### config.mk
export PLATFORM = sky130hd
export DESIGN_NAME = jump_controller_flat
export DESIGN_NICKNAME = d
export VERILOG_FILES = /design/src/rtl/jump_controller_pkg.sv /design/src/rtl/jump_controller_if.sv /design/src/rtl/jump_controller_debounce.sv /design/src/rtl/jump_controller.sv /design/src/flat_wrapper.sv
export SDC_FILE = /design/constraint.sdc
export NUM_CORES = 1
export LEC_CHECK = 0
export BUFFER_PORTS_ARGS = -buffer_cell sky130_fd_sc_hd__buf_2
export CAP_MARGIN = 10
export CORE_MARGIN = 2
export CORE_UTILIZATION = 40
export CTS_BUF_LIST = sky130_fd_sc_hd__clkbuf_4
export DETAILED_ROUTE_END_ITERATION = 10
export HOLD_SLACK_MARGIN = 0.06
export PLACE_DENSITY = 0.58
export SLEW_MARGIN = 15
export SYNTH_ARGS = -nofsm -noshare
export SYNTH_HDL_FRONTEND = slang
export SYNTH_SLANG_ARGS = --single-unit
### constraint.sdc
create_clock -name clk -period 6.2 [get_ports clk]
set_clock_uncertainty 0.15 [all_clocks]
set_input_delay 0.62 -clock clk [delete_from_list [all_inputs] [get_ports clk]]
set_output_delay 0.62 -clock clk [all_outputs]
set_load 0.03 [all_outputs]
### src/rtl/jump_controller_pkg.sv
// Shared constants and encodings for the jump controller: playfield geometry,
// FSM state encoding and jump direction.
package jump_controller_pkg;

  localparam int JC_NUM_COLS  = 7;
  localparam int JC_START_COL = 3;
  localparam int COL_W        = 3;

  typedef enum logic [1:0] {
    JC_IDLE    = 2'd0,
    JC_FIRE    = 2'd1,
    JC_LOCKOUT = 2'd2
  } jc_state_e;

  typedef enum logic {
    DIR_LEFT  = 1'b0,
    DIR_RIGHT = 1'b1
  } jc_dir_e;

endpackage

### src/rtl/jump_controller_if.sv
// Bundle of the jump controller's game-side signals: buttons and control flags
// in, jump pulses and character column out.
interface jump_controller_if;
  import jump_controller_pkg::*;

  logic             one_ms_tick;
  logic             game_en;
  logic             jump_fail;
  logic             btn_left;
  logic             btn_right;
  logic             jump_left;
  logic             jump_right;
  logic             busy;
  logic [COL_W-1:0] col;

  modport master (
    output one_ms_tick, game_en, jump_fail, btn_left, btn_right,
    input  jump_left, jump_right, busy, col
  );

  modport slave (
    input  one_ms_tick, game_en, jump_fail, btn_left, btn_right,
    output jump_left, jump_right, busy, col
  );

endinterface

### src/rtl/jump_controller_debounce.sv
// Per-button front end: 2-FF synchronizer, millisecond-sampled debouncer and
// single-cycle rising-edge detect on the accepted level.
module button_debounce #(
  parameter int DEBOUNCE_MS = 20
) (
  input  logic clk,
  input  logic rst,
  input  logic one_ms_tick,
  input  logic btn_raw,
  output logic level,
  output logic rise
);

  localparam int CNT_W = $clog2(DEBOUNCE_MS + 1);

  logic [1:0]       sync_q;
  logic             stable_q, stable_d;
  logic             stable_dly_q;
  logic [CNT_W-1:0] cnt_q, cnt_d;

  // A differing level must persist for DEBOUNCE_MS consecutive ticks; any
  // tick that sees the stable level again restarts the count.
  always_comb begin
    stable_d = stable_q;
    cnt_d    = cnt_q;
    if (one_ms_tick) begin
      if (sync_q[1] == stable_q) begin
        cnt_d = '0;
      end else if (cnt_q == CNT_W'(DEBOUNCE_MS - 1)) begin
        stable_d = sync_q[1];
        cnt_d    = '0;
      end else begin
        cnt_d = cnt_q + 1'b1;
      end
    end
  end

  always_ff @(posedge clk) begin
    if (rst) begin
      sync_q       <= '0;
      stable_q     <= 1'b0;
      stable_dly_q <= 1'b0;
      cnt_q        <= '0;
    end else begin
      sync_q       <= {sync_q[0], btn_raw};
      stable_q     <= stable_d;
      stable_dly_q <= stable_q;
      cnt_q        <= cnt_d;
    end
  end

  assign level = stable_q;
  assign rise  = stable_q & ~stable_dly_q;

endmodule

### src/rtl/jump_controller.sv
// Turns debounced left/right presses into registered one-cycle jump pulses,
// tracks the character column and locks out presses during the shift animation.
module jump_controller
  import jump_controller_pkg::*;
#(
  parameter int DEBOUNCE_MS = 20,
  parameter int LOCKOUT_MS  = 250,
  parameter int NUM_COLS    = JC_NUM_COLS,
  parameter int START_COL   = JC_START_COL
) (
  input logic               clk,
  input logic               rst,
  jump_controller_if.slave  bus
);

  localparam int LCK_W = $clog2(LOCKOUT_MS + 1);

  logic lvl_l, rise_l, lvl_r, rise_r;

  jc_state_e        state_q, state_d;
  jc_dir_e          dir_q, dir_d;
  logic [LCK_W-1:0] lck_q, lck_d;
  logic [COL_W-1:0] col_q, col_d;
  logic             jl_q, jl_d, jr_q, jr_d;
  logic             run;
  logic             can_left, can_right;

  button_debounce #(.DEBOUNCE_MS(DEBOUNCE_MS)) u_db_left (
    .clk         (clk),
    .rst         (rst),
    .one_ms_tick (bus.one_ms_tick),
    .btn_raw     (bus.btn_left),
    .level       (lvl_l),
    .rise        (rise_l)
  );

  button_debounce #(.DEBOUNCE_MS(DEBOUNCE_MS)) u_db_right (
    .clk         (clk),
    .rst         (rst),
    .one_ms_tick (bus.one_ms_tick),
    .btn_raw     (bus.btn_right),
    .level       (lvl_r),
    .rise        (rise_r)
  );

  assign run = bus.game_en & ~bus.jump_fail;

  // A press only counts while the other button is stably released; a
  // simultaneous rise sets the other level too, so it is rejected as well.
  assign can_left  = rise_l & ~lvl_r & ~rise_r & (col_q != '0);
  assign can_right = rise_r & ~lvl_l & ~rise_l & (col_q != COL_W'(NUM_COLS - 1));

  always_ff @(posedge clk) begin
    if (rst) begin
      state_q <= JC_IDLE;
      dir_q   <= DIR_LEFT;
      lck_q   <= '0;
      col_q   <= COL_W'(START_COL);
      jl_q    <= 1'b0;
      jr_q    <= 1'b0;
    end else begin
      state_q <= state_d;
      dir_q   <= dir_d;
      lck_q   <= lck_d;
      col_q   <= col_d;
      jl_q    <= jl_d;
      jr_q    <= jr_d;
    end
  end

  always_comb begin
    state_d = state_q;
    dir_d   = dir_q;
    lck_d   = lck_q;
    if (!run) begin
      state_d = JC_IDLE;
      lck_d   = '0;
    end else begin
      case (state_q)
        JC_IDLE: begin
          if (can_left) begin
            dir_d   = DIR_LEFT;
            state_d = JC_FIRE;
          end else if (can_right) begin
            dir_d   = DIR_RIGHT;
            state_d = JC_FIRE;
          end
        end
        JC_FIRE: begin
          lck_d   = '0;
          state_d = JC_LOCKOUT;
        end
        JC_LOCKOUT: begin
          if (bus.one_ms_tick) begin
            if (lck_q == LCK_W'(LOCKOUT_MS - 1)) begin
              lck_d   = '0;
              state_d = JC_IDLE;
            end else begin
              lck_d = lck_q + 1'b1;
            end
          end
        end
        default: state_d = JC_IDLE;
      endcase
    end
  end

  // Pulse and column move are computed from FIRE and registered together.
  always_comb begin
    jl_d  = (state_q == JC_FIRE) && (dir_q == DIR_LEFT)  && run;
    jr_d  = (state_q == JC_FIRE) && (dir_q == DIR_RIGHT) && run;
    col_d = col_q;
    if (!bus.game_en) begin
      col_d = COL_W'(START_COL);
    end else if (jl_d) begin
      col_d = col_q - 1'b1;
    end else if (jr_d) begin
      col_d = col_q + 1'b1;
    end
  end

  assign bus.jump_left  = jl_q;
  assign bus.jump_right = jr_q;
  assign bus.busy       = (state_q != JC_IDLE);
  assign bus.col        = col_q;

endmodule

### src/flat_wrapper.sv
// flat-port wrapper written by rule: the top's interface ports become plain ports
module jump_controller_flat import jump_controller_pkg::*;
#(
  parameter int DEBOUNCE_MS = 20,
  parameter int LOCKOUT_MS  = 250,
  parameter int NUM_COLS    = JC_NUM_COLS,
  parameter int START_COL   = JC_START_COL
)
  (clk, rst, bus_one_ms_tick, bus_game_en, bus_jump_fail, bus_btn_left, bus_btn_right, bus_jump_left, bus_jump_right, bus_busy, bus_col);
  jump_controller_if bus_i ();
  input logic clk;
  input logic rst;
  input wire logic [$bits(bus_i.one_ms_tick)-1:0] bus_one_ms_tick;
  input wire logic [$bits(bus_i.game_en)-1:0] bus_game_en;
  input wire logic [$bits(bus_i.jump_fail)-1:0] bus_jump_fail;
  input wire logic [$bits(bus_i.btn_left)-1:0] bus_btn_left;
  input wire logic [$bits(bus_i.btn_right)-1:0] bus_btn_right;
  output wire logic [$bits(bus_i.jump_left)-1:0] bus_jump_left;
  output wire logic [$bits(bus_i.jump_right)-1:0] bus_jump_right;
  output wire logic [$bits(bus_i.busy)-1:0] bus_busy;
  output wire logic [$bits(bus_i.col)-1:0] bus_col;
  assign bus_i.one_ms_tick = bus_one_ms_tick;
  assign bus_i.game_en = bus_game_en;
  assign bus_i.jump_fail = bus_jump_fail;
  assign bus_i.btn_left = bus_btn_left;
  assign bus_i.btn_right = bus_btn_right;
  assign bus_jump_left = bus_i.jump_left;
  assign bus_jump_right = bus_i.jump_right;
  assign bus_busy = bus_i.busy;
  assign bus_col = bus_i.col;
  jump_controller #(.DEBOUNCE_MS(DEBOUNCE_MS), .LOCKOUT_MS(LOCKOUT_MS), .NUM_COLS(NUM_COLS), .START_COL(START_COL)) u_core (.clk(clk), .rst(rst), .bus(bus_i));
endmodule
==> out/metrics.yaml, run 1 <==
synth_cells: 186
fp-row-count: 23
grt-ovfl-total: 0
period_share_pct: 38.8
ys_ff_latch: 34
die_y_um: 68.1
rsz0062_at_grt: "false"
antenna_found_initial: 0
dr.pass1.iters: 4
synth-xor-area-share_pct: 3.20
slew-limit-headroom_pct: 70.5
grt_max_degree: 26
final_util_pct: 44.8
cp_data_required_time_ps: 6320
initial_core_util_pct: 41.3
hold_path_class: "flip-flop to flip-flop"
reg2regPathDepth: 7
synth_simple_gate_area_share_pct: 30.2
synthAdderAreaFrac_pct: 4.27
cts_setup_buffers: 0
grt_pass1_vias: 1245
synthesis.nets: 198
drtIter0Drc: 70
ys_types: 44
cap_violations: 0
whs_path_depth: 1
die_x_um: 68.1
clock_sink_count: 34
area_growth_pct: 8.38
postLayoutCellArea_um2: 1780
tns_ps: 0
avgRoutedWirePerCell_um: 12.5
outcome: "finished clean"
synth_top_family_by_area: "simple AND/OR/NAND/NOR gates"
cts_tree: "built"
die_area_um2: 4630
hpwl_um: 2190
htreeDepth: 2
place_area_um2: 1730
clkLatencyLatePin_ps: 330
setup_ws_ps: 3790
vias: 1366
post_cts_resize_count: 0
routed_wl_um: 3110
power_mw: 0.350
synth.area.mux_share_pct: 1.22
gp_congestion: 0.745
synth_area_um2: 1640
critical_path_arrival_ps: 2530
drc_errors: 0
vdd_ir_drop_max_uv: 124
cts_buffer_depth: 2
ys_seq_area_share_pct: 41.5
io_buffer_count: 12
synth_edf_count: 0
grt_pass1_wl_um: 5600
ys.flop_type: "dfxtp_1"
synth_compound_area_share_pct: 16.2
p_leak_nw: 0.635
startpoint_type: "flip-flop"
tightest_slew_ps: 443
via_per_inst: 5.51
cts.clk_slew.worst_paths_ps: 100
antenna_left: 0
powerDensity_nw_per_um2: 197
cts_made_buffers: 5
max_freq_mhz: 415
layout-drive-gt1-share_pct: 11.6
core_um2: 3970
io_pins: 13
cp_max_fo: 7
gr-usage-all-layers_pct: 16.0
slew_viol_final: 0
finalNetCount: 209
final-setup-viol-count: 0
avgSynthCellArea_um2: 8.83
path_class: "flip-flop to flip-flop"
hold_violations: 0
yosysWarnings: 0
diodes: 0
pre_cts_ws_ps: 3620
async_flop_share_pct: 0
end_kind: "flip-flop"
clockRootBuffer: "clkbuf_4"
fin_crit_ps: 2410
holdBufCountCts: 0
cell families after synthesis:
kind of cell | after synthesis
AND/OR/NAND/NOR | 86
AO/OA/AOI/OAI | 40
flip-flops | 34
buffers and inverters | 13
XOR/XNOR | 6
adder cells (fa/ha/maj) | 5
multiplexers | 2
per-stage QoR:
stage          hold slack, ps  std cells
3_5_place_dp              274        240
5_1_grt                   319        248
2_1_floorplan             264        186
3_3_place_gp              268        240
4_1_cts                   300        248
6_report                  296        248
metal layers:
metal	global-route usage, %	share of wire, %	vias to the layer above	routed length (um)
met2	24.6	44	26	1370
met1	21.3	50	649	1570
met4	6.00	1.7	0	52
met5	0	0	-	0
met3	4.44	4.0	5	124
li1	-	-	686	-
worst max-delay path, stage by stage, from the launching register on:
cell and delay [ps]:
dfxtp_1 390, and2b_1 240, nand3b_1 220, or2_2 360, fa_1 390, xnor2_1 140, or3_1 310, a21boi_1 150
sequential cells by signal, summed over array words and instances (netlist names):
| name | cells |
|---|---|
| u_core.u_db_left.cnt_q | 5 |
| u_core.u_db_right.level | 1 |
| u_core.dir_q | 1 |
| u_core.u_db_right.stable_dly_q | 1 |
| u_core.u_db_left.level | 1 |
| u_core.u_db_right.sync_q | 2 |
| u_core.state_q | 2 |
| u_core.bus.jump_left | 1 |
| u_core.u_db_left.stable_dly_q | 1 |
| u_core.u_db_right.cnt_q | 5 |
| u_core.bus.jump_right | 1 |
| u_core.u_db_left.sync_q | 2 |
| u_core.lck_q | 8 |
| u_core.bus.col | 3 |
cells in the mapped netlist (3+ instances only):
cell type / n / area share [%]
clkbuf_1: 6 / 1.4
nand3b_1: 6 / 2.7
nand2_1: 11 / 2.5
a22oi_1: 3 / 1.4
nand3_1: 12 / 3.7
nor2b_1: 10 / 3.8
a31oi_1: 5 / 1.9
ha_1: 4 / 3.0
nand2b_1: 7 / 2.7
a211oi_1: 3 / 1.4
dfxtp_1: 34 / 41
nor2_1: 15 / 3.4
nor3_1: 4 / 1.2
inv_1: 5 / 1.1
a41oi_1: 3 / 1.6
a21oi_1: 11 / 3.4
o21ai_0: 7 / 2.1
nor3b_1: 4 / 1.8
and3_1: 3 / 1.1
xnor2_1: 4 / 2.1
path summary, 6_finish.rpt:
path,startpoint,endpoint,slack [ps]
min reg2reg,u_core.u_db_right.sync_q[0],u_core.u_db_right.sync_q[1],300
min,u_core.u_db_right.sync_q[0],u_core.u_db_right.sync_q[1],300
max,u_core.state_q[0],u_core.bus.col[2],3790
max reg2reg,u_core.state_q[0],u_core.bus.col[2],3790
final cells by class:
cell class | instances | area, um^2
Multi-Input combinational cell | 139 | 903
Tap cell | 50 | 62.6
Clock inverter | 3 | 16.3
Fill cell | 395 | 2190
Sequential cell | 34 | 681
Clock buffer | 5 | 37.5
Timing Repair Buffer | 12 | 60.1
Inverter | 5 | 18.8
report_power, final:
part           internal, mW  switching [mW]  leakage (nW)  total, mW
Combinational       0.00543         0.00821         0.332     0.0136
Sequential            0.220         0.00113         0.275      0.221
Clock                0.0421          0.0733        0.0286      0.115
placed cells by master, fill, tap and decap left out, types with 2 or more instances in the layout:
cell type,count
dfxtp_1,34
nor2_1,15
nand3_1,12
buf_2,12
a21oi_1,11
nand2_1,11
nor2b_1,10
nand2b_1,7
o21ai_0,7
nand3b_1,6
inv_1,5
a31oi_1,5
clkbuf_4,5
nor3b_1,4
xnor2_1,4
nor3_1,4
ha_1,4
a22oi_1,3
and3_1,3
a41oi_1,3
a211oi_1,3
xor2_1,2
or3b_1,2
o22a_1,2
mux2i_1,2
o31ai_1,2
No activity file was read; power rests on OpenSTA's default activity.
==> run 2, diff against run 1 <==
==> constraint.sdc (replaced) <==
create_clock -name clk -period 2.35 [get_ports clk]
set_clock_uncertainty 0.15 [all_clocks]
set_input_delay 0.235 -clock clk [delete_from_list [all_inputs] [get_ports clk]]
set_output_delay 0.235 -clock clk [all_outputs]
set_load 0.03 [all_outputs]
==> run 2 against run 1 <==
Die area unchanged. Highest routed layer unchanged. Largest cell class unchanged. Wire length up 3.8%. Critical path type unchanged. Hold slack worse by 190 ps.
==> out/metrics.yaml, run 2 (synthesis gave the netlist of run 1 again) <==
outcome: "finished clean"
slowest_stage: "fa_1"
grt_max_degree: 25
grt_pass1_vias: 1277
clkPwrFrac_pct: 46.4
power_mw: 1.17
fp-row-count: 23
reg2regPathDepth: 7
via_per_inst: 5.36
cts_tree: "built"
period_share_pct: 93.5
hold_path_class: "input port to flip-flop"
final_cells: 253
rsz0062_at_grt: "false"
diodes: 0
die_y_um: 68.1
final_cell_mix: "dfxtp_1, nor2_1, nand3_1, buf_2"
core_um2: 3970
clock_sink_count: 34
powerDensity_nw_per_um2: 622
max_freq_mhz: 455
layout-drive-gt1-share_pct: 13.8
io_buffer_count: 12
cap_violations: 0
power_frac_seq_pct: 50.0
drtIter0Drc: 51
p_leak_nw: 0.683
die_area_um2: 4630
slew_viol_final: 0
largest_reg_flops: 8
reg_top3: "u_core.lck_q (8), u_core.u_db_left.cnt_q (5), u_core.u_db_right.cnt_q (5)"
path_class: "flip-flop to flip-flop"
setup_ws_ps: 154
critPathMaxStageDelay_ps: 380
vdd_ir_drop_max_uv: 299
gr-usage-all-layers_pct: 16.1
cts_made_buffers: 5
cp_top_family: "simple AND/OR/NAND/NOR gates"
grt-ovfl-total: 0
grt_pass1_wl_um: 5530
cp_max_fo: 5
crit_buf_inv: 0
switchingPower_mw: 0.235
clockRootBuffer: "clkbuf_4"
tightest_slew_ps: 393
place_area_um2: 1750
hold_violations: 0
gp_congestion: 0.821
final-setup-viol-count: 0
area_growth_pct: 14.3
clkLatencyLatePin_ps: 350
critical_path_arrival_ps: 2330
die_x_um: 68.1
hpwl_um: 2340
dr.pass1.iters: 4
tns_ps: 0
dpl.cell_count: 243
worstPathCellList: "and2b_2 > nand3b_1 > or2_2 > fa_1 > xnor2_1 > or3_1 > a21boi_1"
htreeDepth: 2
routed_wl_um: 3230
pre_cts_ws_ps: 123
whs_path_depth: 3
vias: 1356
finalNetCount: 214
crit_cells: 7
slew-limit-headroom_pct: 73.4
cts_buffer_depth: 2
final_util_pct: 47.2
postLayoutCellArea_um2: 1880
antenna_found_initial: 0
whs_ps: 103
cts.clk_slew.worst_paths_ps: 120
p_int_mw: 0.932
avgRoutedWirePerCell_um: 12.8
largest_register: "u_core.lck_q"
startpoint_type: "flip-flop"
fin_crit_ps: 2200
end_kind: "flip-flop"
layout_commonest_cell: "dfxtp_1"
initial_core_util_pct: 41.3
cts_setup_buffers: 0
pwr-share-comb_pct: 3.6
drc_errors: 0
antenna_left: 0
p_sw_share_pct: 20.1
cp_data_required_time_ps: 2490
io_pins: 13
[run 2: area by class of cell]
class / instances / area (um^2)
Timing Repair Buffer: 17 / 103
Fill cell: 381 / 2100
Clock buffer: 5 / 37.5
Sequential cell: 34 / 681
Tap cell: 50 / 62.6
Inverter: 5 / 18.8
Clock inverter: 3 / 68.8
Multi-Input combinational cell: 139 / 905
[run 2: path summary, 6_finish.rpt]
check | startpoint | end | slack [ps]
worst max-delay path | u_core.state_q[1] | u_core.bus.col[2] | 150
worst min-delay path | bus_game_en | u_core.bus.col[0] | 100
worst max register to register | u_core.state_q[1] | u_core.bus.col[2] | 150
worst min register to register | u_core.u_db_right.sync_q[0] | u_core.u_db_right.sync_q[1] | 310
[run 2: worst min-delay path: cells and delay by family]
kind                   cells  cell delay, ps
buffers and inverters      1             120
and+or+nand+nor            2             210
[run 2: what timing repair did]
action                                  in CTS  in global routing
endpoints found under the hold margin        2                  0
endpoints found under the setup margin       0                  1
gates resized for setup                      0                  1
hold buffers                                 2                  0
[run 2: routing by layer]
| layer | vias to the layer above | global-route usage (%) | part of all wire [%] |
|---|---|---|---|
| met1 | 628 | 21.1 | 51 |
| li1 | 694 | - | - |
| met5 | - | 0 | 0 |
| met3 | 7 | 3.95 | 4.4 |
| met4 | 0 | 10.5 | 2.2 |
| met2 | 27 | 23.4 | 42 |
[run 2: power groups by stage]
stage | clock (mW) | sequential (mW) | combinational (mW)
after global routing | 0.574 | 0.585 | 0.0470
after detailed placement | 0 | 0.597 | 0.0398
after CTS | 0.557 | 0.584 | 0.0425
after floorplan | 0 | 0.596 | 0.0260
final | 0.541 | 0.584 | 0.0420
after global placement | 0 | 0.597 | 0.0380
==> run 3, diff against run 2 <==
==> constraint.sdc (replaced) <==
create_clock -name clk -period 2.35 [get_ports clk]
set_clock_uncertainty 0.15 [all_clocks]
set_input_delay 0.3525 -clock clk [delete_from_list [all_inputs] [get_ports clk]]
set_output_delay 0.3525 -clock clk [all_outputs]
set_load 0.03 [all_outputs]
==> run 3 against run 2 <==
Clock power shrank 5.0%. Utilization decreased by 0.63 points. Register-to-register slack barely moved. Total power is 2.6% lower. Wire length unchanged. Clock-buffer cell count is the same.
==> out/metrics.yaml, run 3 (synthesis gave the netlist of run 1 again) <==
outcome: "finished clean"
pre_cts_ws_ps: 130
drc_errors: 0
die_y_um: 68.1
rsz0062_at_grt: "false"
rrSetupSlack_ps: 150
avgRoutedWirePerCell_um: 12.9
tightest_slew_ps: 365
holdBufCountCts: 0
grt_pass1_wl_um: 5740
cts.clk_slew.worst_paths_ps: 100
gr-usage-all-layers_pct: 16.6
tns_ps: 0
layout_commonest_cell: "dfxtp_1"
gp_congestion: 0.752
critical_path_arrival_ps: 2320
slew-limit-headroom_pct: 75.3
vdd_ir_drop_max_uv: 467
final_cell_mix: "dfxtp_1, nor2_1, nand3_1, buf_2"
fp-row-count: 23
clkPwrFrac_pct: 45.2
largest_reg_flops: 8
clockRootBuffer: "clkbuf_4"
routed_wl_um: 3230
via_per_inst: 5.43
power_frac_seq_pct: 51.4
reg_top3: "u_core.lck_q (8), u_core.u_db_left.cnt_q (5), u_core.u_db_right.cnt_q (5)"
p_sw_share_pct: 18.6
initial_core_util_pct: 41.3
cts_buffer_depth: 2
max_freq_mhz: 454
hold_path_class: "input port to flip-flop"
vias: 1364
htreeDepth: 2
end_kind: "flip-flop"
antenna_left: 0
drtIter0Drc: 69
cts_made_buffers: 5
slew_viol_final: 0
final-setup-viol-count: 0
fin_crit_ps: 2200
hpwl_um: 2370
die_area_um2: 4630
grt_pass1_vias: 1277
final_cells: 251
dr.pass1.iters: 4
io_buffer_count: 12
io_pins: 13
diodes: 0
powerDensity_nw_per_um2: 614
setup_ws_ps: 147
power_mw: 1.14
core_um2: 3970
antenna_found_initial: 0
p_leak_nw: 0.673
clock_sink_count: 34
p_int_mw: 0.925
dpl.cell_count: 243
layout-drive-gt1-share_pct: 13.4
grt-ovfl-total: 0
switchingPower_mw: 0.211
cp_max_fo: 5
largest_register: "u_core.lck_q"
hold_violations: 0
startpoint_type: "flip-flop"
cts_tree: "built"
area_growth_pct: 12.7
die_x_um: 68.1
clkLatencyLatePin_ps: 330
cp_data_required_time_ps: 2460
period_share_pct: 93.7
pwr-share-comb_pct: 3.4
cap_violations: 0
finalNetCount: 212
grt_max_degree: 25
path_class: "flip-flop to flip-flop"
==> run 3: worst paths after layout <==
check                               from                          end  cells after the start
max                    u_core.state_q[1]            u_core.bus.col[2]                      7
min                        bus_btn_right  u_core.u_db_right.sync_q[0]                      2
max reg2reg            u_core.state_q[1]            u_core.bus.col[2]                      7
min reg2reg  u_core.u_db_right.sync_q[0]  u_core.u_db_right.sync_q[1]                      1
==> run 3: power groups by stage <==
| stage | clock (mW) | combinational [mW] | sequential [mW] |
|---|---|---|---|
| floorplan | 0 | 0.0260 | 0.596 |
| global placement | 0 | 0.0386 | 0.597 |
| detailed placement | 0 | 0.0394 | 0.597 |
| CTS | 0.535 | 0.0394 | 0.584 |
| global route | 0.562 | 0.0436 | 0.585 |
| finish | 0.514 | 0.0388 | 0.584 |
==> run 3: stage by stage <==
stage | cell area [um^2] | util, % | hold WS [ps]
floorplan | 1640 | - | 264
global placement | 1750 | 44.0 | 271
detailed placement | 1750 | 44.0 | 281
CTS | 1850 | 46.6 | 70.1
global route | 1850 | 46.6 | 74.3
finish | 1850 | 46.6 | 87.5
==> run 3: critical path, stage by stage (launching register included) <==
cell and delay (ps):
dfxtp_1 340, and2b_2 260, nand3b_1 100, or2_2 310, fa_1 390, xnor2_1 140
or3_1 310, a21boi_1 140
==> run 3: routing by layer <==
layer  routed length, um  vias up  track usage [%]
li1                    -      691                -
met4                  44        0             5.25
met1                1580      642             21.5
met3                 139        6             4.93
met2                1470       25             26.3
met5                   0        -                0
==> run 3: cell type report <==
cell class / count / area [um^2]
clock buffer: 5 / 37.5
clock inverter: 3 / 63.8
fill: 402 / 2120
inverter: 5 / 18.8
multi-input combinational: 139 / 905
sequential: 34 / 681
tap: 50 / 62.6
timing repair buffer: 15 / 82.6
==> run 3: timing repair <==
| item | CTS | global route |
|---|---|---|
| buffers inserted | 0 | 0 |
| setup endpoints to repair | 0 | 1 |
| gates resized for setup | 0 | 1 |
